### config.mk
export PLATFORM = sky130hd
export DESIGN_NAME = svd_ctrl
export DESIGN_NICKNAME = d
export VERILOG_FILES = /design/src/rtl/svd_ctrl_pkg.sv /design/src/rtl/svd_rot_seq.sv /design/src/rtl/svd_ctrl.sv
export SDC_FILE = /design/constraint.sdc
export NUM_CORES = 1
export LEC_CHECK = 0
export CORE_MARGIN = 3
export CORE_UTILIZATION = 40
export DETAILED_ROUTE_END_ITERATION = 12
export GPL_TIMING_DRIVEN = 0
export PLACE_DENSITY = 0.68
export SETUP_SLACK_MARGIN = 0.02
export SLEW_MARGIN = 25
export SYNTH_ARGS = -nofsm -noshare
export SYNTH_HDL_FRONTEND = slang
export SYNTH_SLANG_ARGS = --single-unit
### constraint.sdc
create_clock -name clk -period 1.95 [get_ports clk]
set_input_delay 0.39 -clock clk [delete_from_list [all_inputs] [get_ports clk]]
set_output_delay 0.39 -clock clk [all_outputs]
set_load 0.01 [all_outputs]
### src/rtl/svd_ctrl_pkg.sv
// -----------------------------------------------------------------------------
// svd_ctrl_pkg
// Shared types and constants for the SVD sequencer (svd_ctrl) and its
// rotation-sequence counter block (svd_rot_seq).
//   state_e    : controller FSM states
//   N_PAIR     : column pairs per Jacobi sweep
//   N_WORD     : DRAM depth in vector words
//   CNT_LAST   : terminal value of the data-path pass counter cnt_svd
//   SEL_*      : U/V path select encoding for mux_ctrl_1 / demux_ctrl_1
//   SRC_*      : input-vs-CORDIC select encoding for mux_ctrl_0 / demux_ctrl_0
// -----------------------------------------------------------------------------
package svd_ctrl_pkg;

    localparam int N_PAIR   = 8;
    localparam int N_WORD   = 16;
    localparam int CNT_LAST = 17;

    localparam int PAIR_W   = 3;
    localparam int ADDR_W   = 4;
    localparam int CNT_W    = 5;
    localparam int SWEEP_W  = 4;

    localparam logic SEL_U      = 1'b0;
    localparam logic SEL_V      = 1'b1;
    localparam logic SRC_IN     = 1'b0;
    localparam logic SRC_CORDIC = 1'b1;

    typedef enum logic [2:0] {
        ST_IDLE    = 3'd0,
        ST_INIT_UV = 3'd1,
        ST_LOAD    = 3'd2,
        ST_ROT     = 3'd3,
        ST_DUMP    = 3'd4,
        ST_FIN     = 3'd5
    } state_e;

    // During rotation each (pair, pass) owns one DRAM word: the pair index
    // selects a word pair and the pass bit picks the U-side or V-side word.
    function automatic logic [ADDR_W-1:0] rot_addr(input logic [PAIR_W-1:0] pair,
                                                   input logic              pass);
        return {pair, pass};
    endfunction

endpackage

### src/rtl/svd_rot_seq.sv
// -----------------------------------------------------------------------------
// svd_rot_seq
// Pass / pair / sweep counters for the Jacobi rotation phase.
//   clk, rst_n   : clock, asynchronous active-low reset
//   ce_i         : global stall (0 holds every counter)
//   clear_i      : zero all counters (issued when the load phase completes)
//   run_i        : controller is in the rotation state
//   cnt_svd_i    : data-path pass counter, 0..CNT_LAST
//   pass_o       : 0 = U pass (slot 0), 1 = V pass (slot 1)
//   pair_o       : current column-pair index
//   pass_end_o   : current pass is in its terminal cycle
//   last_pass_o  : current pass is the final pass of the final sweep
// -----------------------------------------------------------------------------
module svd_rot_seq
    import svd_ctrl_pkg::*;
#(
    parameter int N_SWEEP = 6
) (
    input  logic              clk,
    input  logic              rst_n,
    input  logic              ce_i,
    input  logic              clear_i,
    input  logic              run_i,
    input  logic [CNT_W-1:0]  cnt_svd_i,
    output logic              pass_o,
    output logic [PAIR_W-1:0] pair_o,
    output logic              pass_end_o,
    output logic              last_pass_o
);

    logic               pass_q,  pass_d;
    logic [PAIR_W-1:0]  pair_q,  pair_d;
    logic [SWEEP_W-1:0] sweep_q, sweep_d;
    logic               advance;

    // cnt_svd only has meaning while rotating; outside that it is ignored.
    assign pass_end_o  = run_i && (cnt_svd_i == CNT_W'(CNT_LAST));
    assign advance     = ce_i && pass_end_o;
    assign last_pass_o = pass_q
                      && (pair_q  == PAIR_W'(N_PAIR - 1))
                      && (sweep_q == SWEEP_W'(N_SWEEP - 1));

    assign pass_o = pass_q;
    assign pair_o = pair_q;

    // pass toggles every pass; pair advances when the V pass completes;
    // sweep advances when pair wraps from its last value back to 0.
    always_comb begin
        pass_d  = pass_q;
        pair_d  = pair_q;
        sweep_d = sweep_q;
        if (clear_i) begin
            pass_d  = 1'b0;
            pair_d  = '0;
            sweep_d = '0;
        end else if (advance) begin
            pass_d = ~pass_q;
            if (pass_q) begin
                pair_d = pair_q + PAIR_W'(1);
                if (pair_q == PAIR_W'(N_PAIR - 1)) begin
                    sweep_d = sweep_q + SWEEP_W'(1);
                end
            end
        end
    end

    always_ff @(posedge clk or negedge rst_n) begin
        if (!rst_n) begin
            pass_q  <= 1'b0;
            pair_q  <= '0;
            sweep_q <= '0;
        end else if (ce_i) begin
            pass_q  <= pass_d;
            pair_q  <= pair_d;
            sweep_q <= sweep_d;
        end
    end

endmodule

### src/rtl/svd_ctrl.sv
// -----------------------------------------------------------------------------
// svd_ctrl
// Sequencer for the SVD data path. Initialises U and V to identity, loads the
// 16-word matrix A, runs N_SWEEP Jacobi sweeps over N_PAIR column pairs using
// the paired A and UV CORDIC engines, then streams A/U/V out.
//   clk, rst_n            : clock, asynchronous active-low reset
//   start                 : begin a decomposition (sampled in IDLE only)
//   ce_svd                : global stall; 0 freezes all state
//   cnt_svd               : data-path pass counter 0..CNT_LAST
//   in_valid / in_ready   : load-word handshake
//   out_valid / out_ready : output-word handshake
//   ce_cnt                : enable for the data-path pass counter
//   ce_cordic_slot*       : CORDIC slot enables (slot0 = U pass, slot1 = V pass)
//   mux/demux_ctrl_0      : 0 = external input path, 1 = CORDIC path
//   mux/demux_ctrl_1      : 0 = U, 1 = V
//   sel_cordic_rot        : current pair index
//   dram_addr             : shared DRAM word address
//   we_a, we_u, we_v      : DRAM write strobes
//   busy                  : high in any state but IDLE
//   done                  : one-cycle completion pulse
//
// Handshakes: a word moves on a cycle where valid and ready are both high at
// the rising clock edge. in_ready and out_valid are qualified by ce_svd so a
// transfer can only complete on a cycle the controller actually advances; the
// producer (in_valid) and this block (out_valid in DUMP) keep presenting the
// word until it is taken.
// -----------------------------------------------------------------------------
module svd_ctrl
    import svd_ctrl_pkg::*;
#(
    parameter int N_SWEEP = 6
) (
    input  logic       clk,
    input  logic       rst_n,
    input  logic       start,
    input  logic       ce_svd,
    input  logic [4:0] cnt_svd,
    input  logic       in_valid,
    output logic       in_ready,
    input  logic       out_ready,
    output logic       out_valid,
    output logic       ce_cnt,
    output logic       ce_cordic_slot0_A,
    output logic       ce_cordic_slot1_A,
    output logic       ce_cordic_slot0_UV,
    output logic       ce_cordic_slot1_UV,
    output logic       mux_ctrl_0,
    output logic       demux_ctrl_0,
    output logic       mux_ctrl_1,
    output logic       demux_ctrl_1,
    output logic [2:0] sel_cordic_rot,
    output logic [3:0] dram_addr,
    output logic       we_a,
    output logic       we_u,
    output logic       we_v,
    output logic       busy,
    output logic       done
);

    state_e              state_q, state_d;
    logic [ADDR_W-1:0]   addr_q,  addr_d;

    logic                load_last;
    logic                pass;
    logic [PAIR_W-1:0]   pair;
    logic                pass_end;
    logic                last_pass;
    logic                addr_last;

    assign addr_last = (addr_q == ADDR_W'(N_WORD - 1));

    svd_rot_seq #(
        .N_SWEEP (N_SWEEP)
    ) u_rot_seq (
        .clk         (clk),
        .rst_n       (rst_n),
        .ce_i        (ce_svd),
        .clear_i     (load_last),
        .run_i       (state_q == ST_ROT),
        .cnt_svd_i   (cnt_svd),
        .pass_o      (pass),
        .pair_o      (pair),
        .pass_end_o  (pass_end),
        .last_pass_o (last_pass)
    );

    // Next state and output decode. Every output is a function of the
    // registered state, so a stall (ce_svd=0) holds them; only the write
    // strobes, done and the handshake qualifiers see ce_svd directly.
    always_comb begin
        state_d            = state_q;
        addr_d             = addr_q;
        load_last          = 1'b0;
        in_ready           = 1'b0;
        out_valid          = 1'b0;
        ce_cnt             = 1'b0;
        ce_cordic_slot0_A  = 1'b0;
        ce_cordic_slot1_A  = 1'b0;
        ce_cordic_slot0_UV = 1'b0;
        ce_cordic_slot1_UV = 1'b0;
        mux_ctrl_0         = SRC_IN;
        demux_ctrl_0       = SRC_IN;
        mux_ctrl_1         = SEL_U;
        demux_ctrl_1       = SEL_U;
        sel_cordic_rot     = '0;
        dram_addr          = '0;
        we_a               = 1'b0;
        we_u               = 1'b0;
        we_v               = 1'b0;
        busy               = (state_q != ST_IDLE);
        done               = 1'b0;

        unique case (state_q)
            ST_IDLE: begin
                if (start) begin
                    state_d = ST_INIT_UV;
                    addr_d  = '0;
                end
            end

            // Identity rows come from the data path; this block only
            // sequences the addresses and strobes.
            ST_INIT_UV: begin
                mux_ctrl_0 = SRC_IN;
                dram_addr  = addr_q;
                we_u       = ce_svd;
                we_v       = ce_svd;
                addr_d     = addr_q + ADDR_W'(1);
                if (addr_last) begin
                    state_d = ST_LOAD;
                end
            end

            ST_LOAD: begin
                mux_ctrl_0 = SRC_IN;
                in_ready   = ce_svd;
                dram_addr  = addr_q;
                if (in_valid && ce_svd) begin
                    we_a   = 1'b1;
                    addr_d = addr_q + ADDR_W'(1);
                    if (addr_last) begin
                        load_last = 1'b1;
                        state_d   = ST_ROT;
                    end
                end
            end

            // Each pass runs the full 0..CNT_LAST counter sweep; the result
            // is written back only in the terminal cycle of the pass.
            ST_ROT: begin
                ce_cnt             = 1'b1;
                mux_ctrl_0         = SRC_CORDIC;
                demux_ctrl_0       = SRC_CORDIC;
                mux_ctrl_1         = pass ? SEL_V : SEL_U;
                demux_ctrl_1       = pass ? SEL_V : SEL_U;
                ce_cordic_slot0_A  = ~pass;
                ce_cordic_slot0_UV = ~pass;
                ce_cordic_slot1_A  = pass;
                ce_cordic_slot1_UV = pass;
                sel_cordic_rot     = pair;
                dram_addr          = rot_addr(pair, pass);
                if (pass_end && ce_svd) begin
                    we_a = 1'b1;
                    we_u = ~pass;
                    we_v = pass;
                    if (last_pass) begin
                        state_d = ST_DUMP;
                        addr_d  = '0;
                    end
                end
            end

            ST_DUMP: begin
                demux_ctrl_0 = SRC_IN;
                out_valid    = ce_svd;
                dram_addr    = addr_q;
                if (out_ready && ce_svd) begin
                    addr_d = addr_q + ADDR_W'(1);
                    if (addr_last) begin
                        state_d = ST_FIN;
                    end
                end
            end

            ST_FIN: begin
                done    = ce_svd;
                state_d = ST_IDLE;
            end

            default: begin
                state_d = ST_IDLE;
            end
        endcase
    end

    always_ff @(posedge clk or negedge rst_n) begin
        if (!rst_n) begin
            state_q <= ST_IDLE;
            addr_q  <= '0;
        end else if (ce_svd) begin
            state_q <= state_d;
            addr_q  <= addr_d;
        end
    end

endmodule

---- Word-level counts from Yosys, hierarchy flattened ----
Index checks and enable logic that the tools add are counted.
word-level totals
  bits of input ports ..................... 11
  output and inout port bits .............. 23
  bits in registers ....................... 15
  word-level logic and storage cells ...... 88
operators by class
  bitwise operators ....................... 1
  add/subtract/negate cells ............... 3
  multiplexer cells ....................... 44
  equal/unequal tests ..................... 17
  reduce and logical (&&, ||, !) cells .... 18
operators by type and width
  cell                                                                   count
  3-bit two-way mux                                                      12
  4-bit two-way mux                                                      9
  4-bit one-hot mux with 5 select lines                                  1
  1-bit two-way mux                                                      17
  2-bit != test, second input constant                                   8
  3-bit one-hot mux with 5 select lines                                  1
  3-bit equality test, second input constant                             3
  9-bit AND reduction                                                    1
  4-bit by 1-bit adder with 4-bit output, second input constant          2
  4-bit one-hot mux with 2 select lines                                  1
  7-bit AND reduction                                                    1
  3-bit by 2-bit equality test with 1-bit output, second input constant  2
  1-bit logical AND                                                      6
  1-bit one-hot mux with 2 select lines                                  3
  2-bit nonzero test                                                     3
  5-bit equality test, second input constant                             1
  5-bit nonzero test                                                     1
  4-bit by 3-bit equality test with 1-bit output, second input constant  1
  4-bit equality test, second input constant                             1
  4-bit AND reduction                                                    1
  3-bit by 1-bit adder with 3-bit output, second input constant          1
  3-bit by 1-bit equality test with 1-bit output, second input constant  1
  3-bit logical NOT                                                      1
  3-bit AND reduction                                                    1
  other kinds (4)                                                        4

---- Depth between registers and ports, before layout ----
  word-level depth ........................ 6
  gate-level depth with buffers ........... 7
  mapped depth without buffers ............ 6

---- Hierarchy ----
Synthesis repeated with hierarchy kept, for this count alone.
second synthesis, totals
  cell total of the unflattened synthesis .. 149
  area total of the unflattened synthesis .. 1295.0 um2
modules (own cells, without submodules)
  module       area each (um2)  cells each  times used
  svd_ctrl     685.7            86          1
  svd_rot_seq  609.3            63          1

---- Worst setup path before layout ----
No wires, ideal clock.
  path type ............................... reg-to-output
  start ................................... register state_q[0]
  end ..................................... output dram_addr[2]
  path slack .............................. 48 ps
  buffers on the path ..................... 2
  stages on the path, launching flop included .. 6
  arrival time ............................ 1512 ps
  cell sequence ........................... dfrtp_1 -> buf_2 -> clkbuf_1 -> nor2b_1 -> a22oi_1 -> o21ai_0
between the ends
  cells in the longest elaborated chain, start to end .. 3
RTL lines
  item                                               RTL line         RTL
  start: declaration                                 svd_ctrl.sv:60   state_e state_q, state_d;
  start signal: assignment                           svd_ctrl.sv:201  state_q <= state_d;
  3-bit equality test, or another cell as far along  svd_ctrl.sv:113  unique case (state_q)
  3-bit OR reduction (no source line)                -
  4-bit one-hot mux with 2 select lines (*)          svd_ctrl.sv:113
  end: declaration                                   svd_ctrl.sv:52   output logic [3:0] dram_addr,
Every way passes the cells marked *; elsewhere a longest branch is shown, timed or not.

---- Worst setup path after layout ----
Same ends and word-level chain as after synthesis.

==> metrics.txt <==
htree depth=1; Sw Ratio=~34%; Max Slew Vio Count=0; Remaining Overflow, GRT=0; largest net degree at the start of global routing=16; Worst setup SP type=register; Clock Latency Late Sink=290 ps; post-place setup slack=-829 ps; antenna violations before repair=0; HP Class=in2async; Die Width=62.5 microns; leading area contributor after synthesis=dfrtp_1; Highest Clock Rate=between 400 and 500 MHz; commonest cells after routing, fill and taps aside=buf_6 (26), buf_4 (19), dfrtp_1 (14); yosys warns=0; number of synthesized flops with an enable pin=0; DP Wirelength=roughly 2600 microns; worst slew pin tran=approximately 750 ps; dominant synthesized flop cell=dfrtp_1; per-cell routed wire length=between 15 and 20 microns; GRT Overall Usage=~22%; leakage=between 0.0009 and 0.001 uW; vias in the first global route=about 1400; violated checks=setup timing; CTS root buf=clkbuf_4; Synth Register Bits=15; final cell count without fillers=about 250; die area=about 4000 sq um; layout cell share with drive strength beyond 1=between 50% and 60%; CP endpoint kind=primary output; Synth area leaders=dfrtp_1 (29%), mux2_2 (5.3%), ha_1 (4.9%), buf_4 (3.5%), nand2_1 (3.2%); reg2reg start=u_rot_seq.pair_o[1]; CP Data Required Time=roughly 1600 ps; Starting Density=44.0%; Seq/Total Area, Yosys=between 20% and 30%; Cells after DPL=approximately 220; CTS tree=built; Arrival @ worst endpoint=1670 ps; crit path launch=state_q[0]; Crit Path Max Fanout=7; cell row count=19; Diodes inserted=0; Yosys cell types=44; max-cap viol count=0; Reg clk slew, reported paths=~100 ps; Synth Cell Area=~1300 sq um; total CTS buffers=3; Remaining DRCs=0; Synth Net Count=163; IO Count=34; pwr dens=between 500 and 600 nW/um^2; Core ar.=2900 sq um; Clk pwr share=approximately 18%; clock sinks=15; TritonRoute pass-1 iters=5; Setup Viol. Count Final=7; drt initial violations=50; final period utilization=106%; power share of the combinational group=a little under half; P_int=about 730 uW; Avg Vias per Cell=~5.6; max_slew headroom=roughly half; status=finished with violations; commonest non-fill, non-tap cell in the layout=buf_6; Syn Inst Count=147; Die Y=roughly 62 microns; critical path class=reg2out; sequential power share=approximately 37%; worst-case clock buffer depth=2; layout net count=226; RSZ-0062 raised after global routing=true; Synth top area share=between 20 and 30%; final setup skew=between 1.5 and 2 ps; synthesized area per cell=8.68 sq um; Area Growth Syn to Fin=66.4%; Routed WL=between 4000 and 5000 microns; asr flop ratio synth=between 90% and 100%; Sw Pwr=approximately 380 uW; Power, Total=approximately 1100 uW; first-pass GRT wire length=around 6900 microns; GPL Wtd Cong=slightly above 0.9; worst-case vdd ir drop=about 0.00045 V; vias=1416; Final WS setup=-111 ps; IO Port Bufs=33; TNS Setup=-470 ps; post-layout min period=slightly above 2000 ps; ANT nets after route=0; final hold vios=0
## routing by layer
metal  up-vias  GRT usage (%)  part of all wire (%)
met2        52           35.7                    51
met5         -              0                     0
met1       692           28.6                    43
met3        12           3.60                   4.1
met4         0           6.34                   1.8
li1        660              -                     -
## critical path, stage by stage, from the launching register on
cell and delay [ps]:
dfrtp_1 410, buf_6 150, buf_4 110, mux2_2 340, a22oi_2 150, o21ai_1 80
buf_2 140
## area by class of cell
| class | count | area, sq um |
|---|---|---|
| Clock buffer | 3 | 22.5 |
| Buffer | 14 | 134 |
| Timing Repair Buffer | 59 | 510 |
| Inverter | 6 | 26.3 |
| Multi-Input combinational cell | 111 | 996 |
| Fill cell | 232 | 777 |
| Tap cell | 42 | 52.6 |
| Clock inverter | 1 | 5.00 |
| Sequential cell | 15 | 377 |
## stage by stage
stage / utilization (%) / hold slack [ps] / area [sq um]
6_report: 73.2 / 526 / 2120
5_1_grt: 73.2 / 567 / 2120
4_1_cts: 66.2 / 544 / 1920
3_5_place_dp: 57.2 / 541 / 1660
3_3_place_gp: 57.2 / 534 / 1660
2_1_floorplan: - / 94.4 / 1280
## path summary, 6_finish.rpt
| check | to | cells past startpoint | slack, ps |
|---|---|---|---|
| worst min-delay path | u_rot_seq.sweep_q[2] | 1 | 530 |
| max in group asynchronous | u_rot_seq.pass_o | 1 | 910 |
| min in group clk | u_rot_seq.pair_o[1] | 1 | 580 |
| worst max register to register | addr_q[3] | 6 | -40 |
| worst min register to register | u_rot_seq.pair_o[1] | 1 | 580 |
| worst max-delay path | dram_addr[2] | 6 | -110 |
## cell families (layout without fill, tap and decap cells)
kind of cell               count (synthesis)  in the layout  synth area share, %
muxes                                      6              6                 5.29
AOI/OAI and AO/OA                         35             35                 19.8
xor gates and xnor gates                   1              1                0.686
DFF                                       15             15                 29.4
buffers and inverters                     21             83                 8.92
adders and majority gates                  7              7                 6.47
and+or+nand+nor                           62             62                 29.4
## synthesized netlist by cell type, types with 3 or more instances
master and number:
dfrtp_1 15, nand2_1 11, o21ai_0 8, nor2_1 7
a21oi_1 6, and2_1 6, buf_4 6, inv_1 6
mux2_2 6, and3_1 5, ha_1 5, nand3_1 5
a22oi_1 4, buf_2 4, clkbuf_1 4, nand3b_1 4
nor2b_1 4, nor3_1 4, a22o_1 3
## state kept, by name (all words and copies together) (netlist names)
name	count
u_rot_seq.pair_o	3
u_rot_seq.pass_o	1
addr_q	4
state_q	3
u_rot_seq.sweep_q	4
## power groups by stage
| stage | Clock [uW] | Sequential (uW) | Combinational, uW |
|---|---|---|---|
| after CTS | 192 | 406 | 409 |
| after global placement | 0 | 407 | 431 |
| after global routing | 208 | 421 | 538 |
| after detailed placement | 0 | 410 | 440 |
| after floorplan | 0 | 392 | 233 |
| final | 195 | 411 | 499 |
## timing repair
action                                 4_1_cts  5_1_grt
resized for setup                          115       59
pin swaps                                    9       12
buffers inserted                            19        7
endpoints found under the hold margin        0        0
setup endpoints to repair                   33       29
hold buffers                                 0        0
Power figures use the tool's default switching activity.
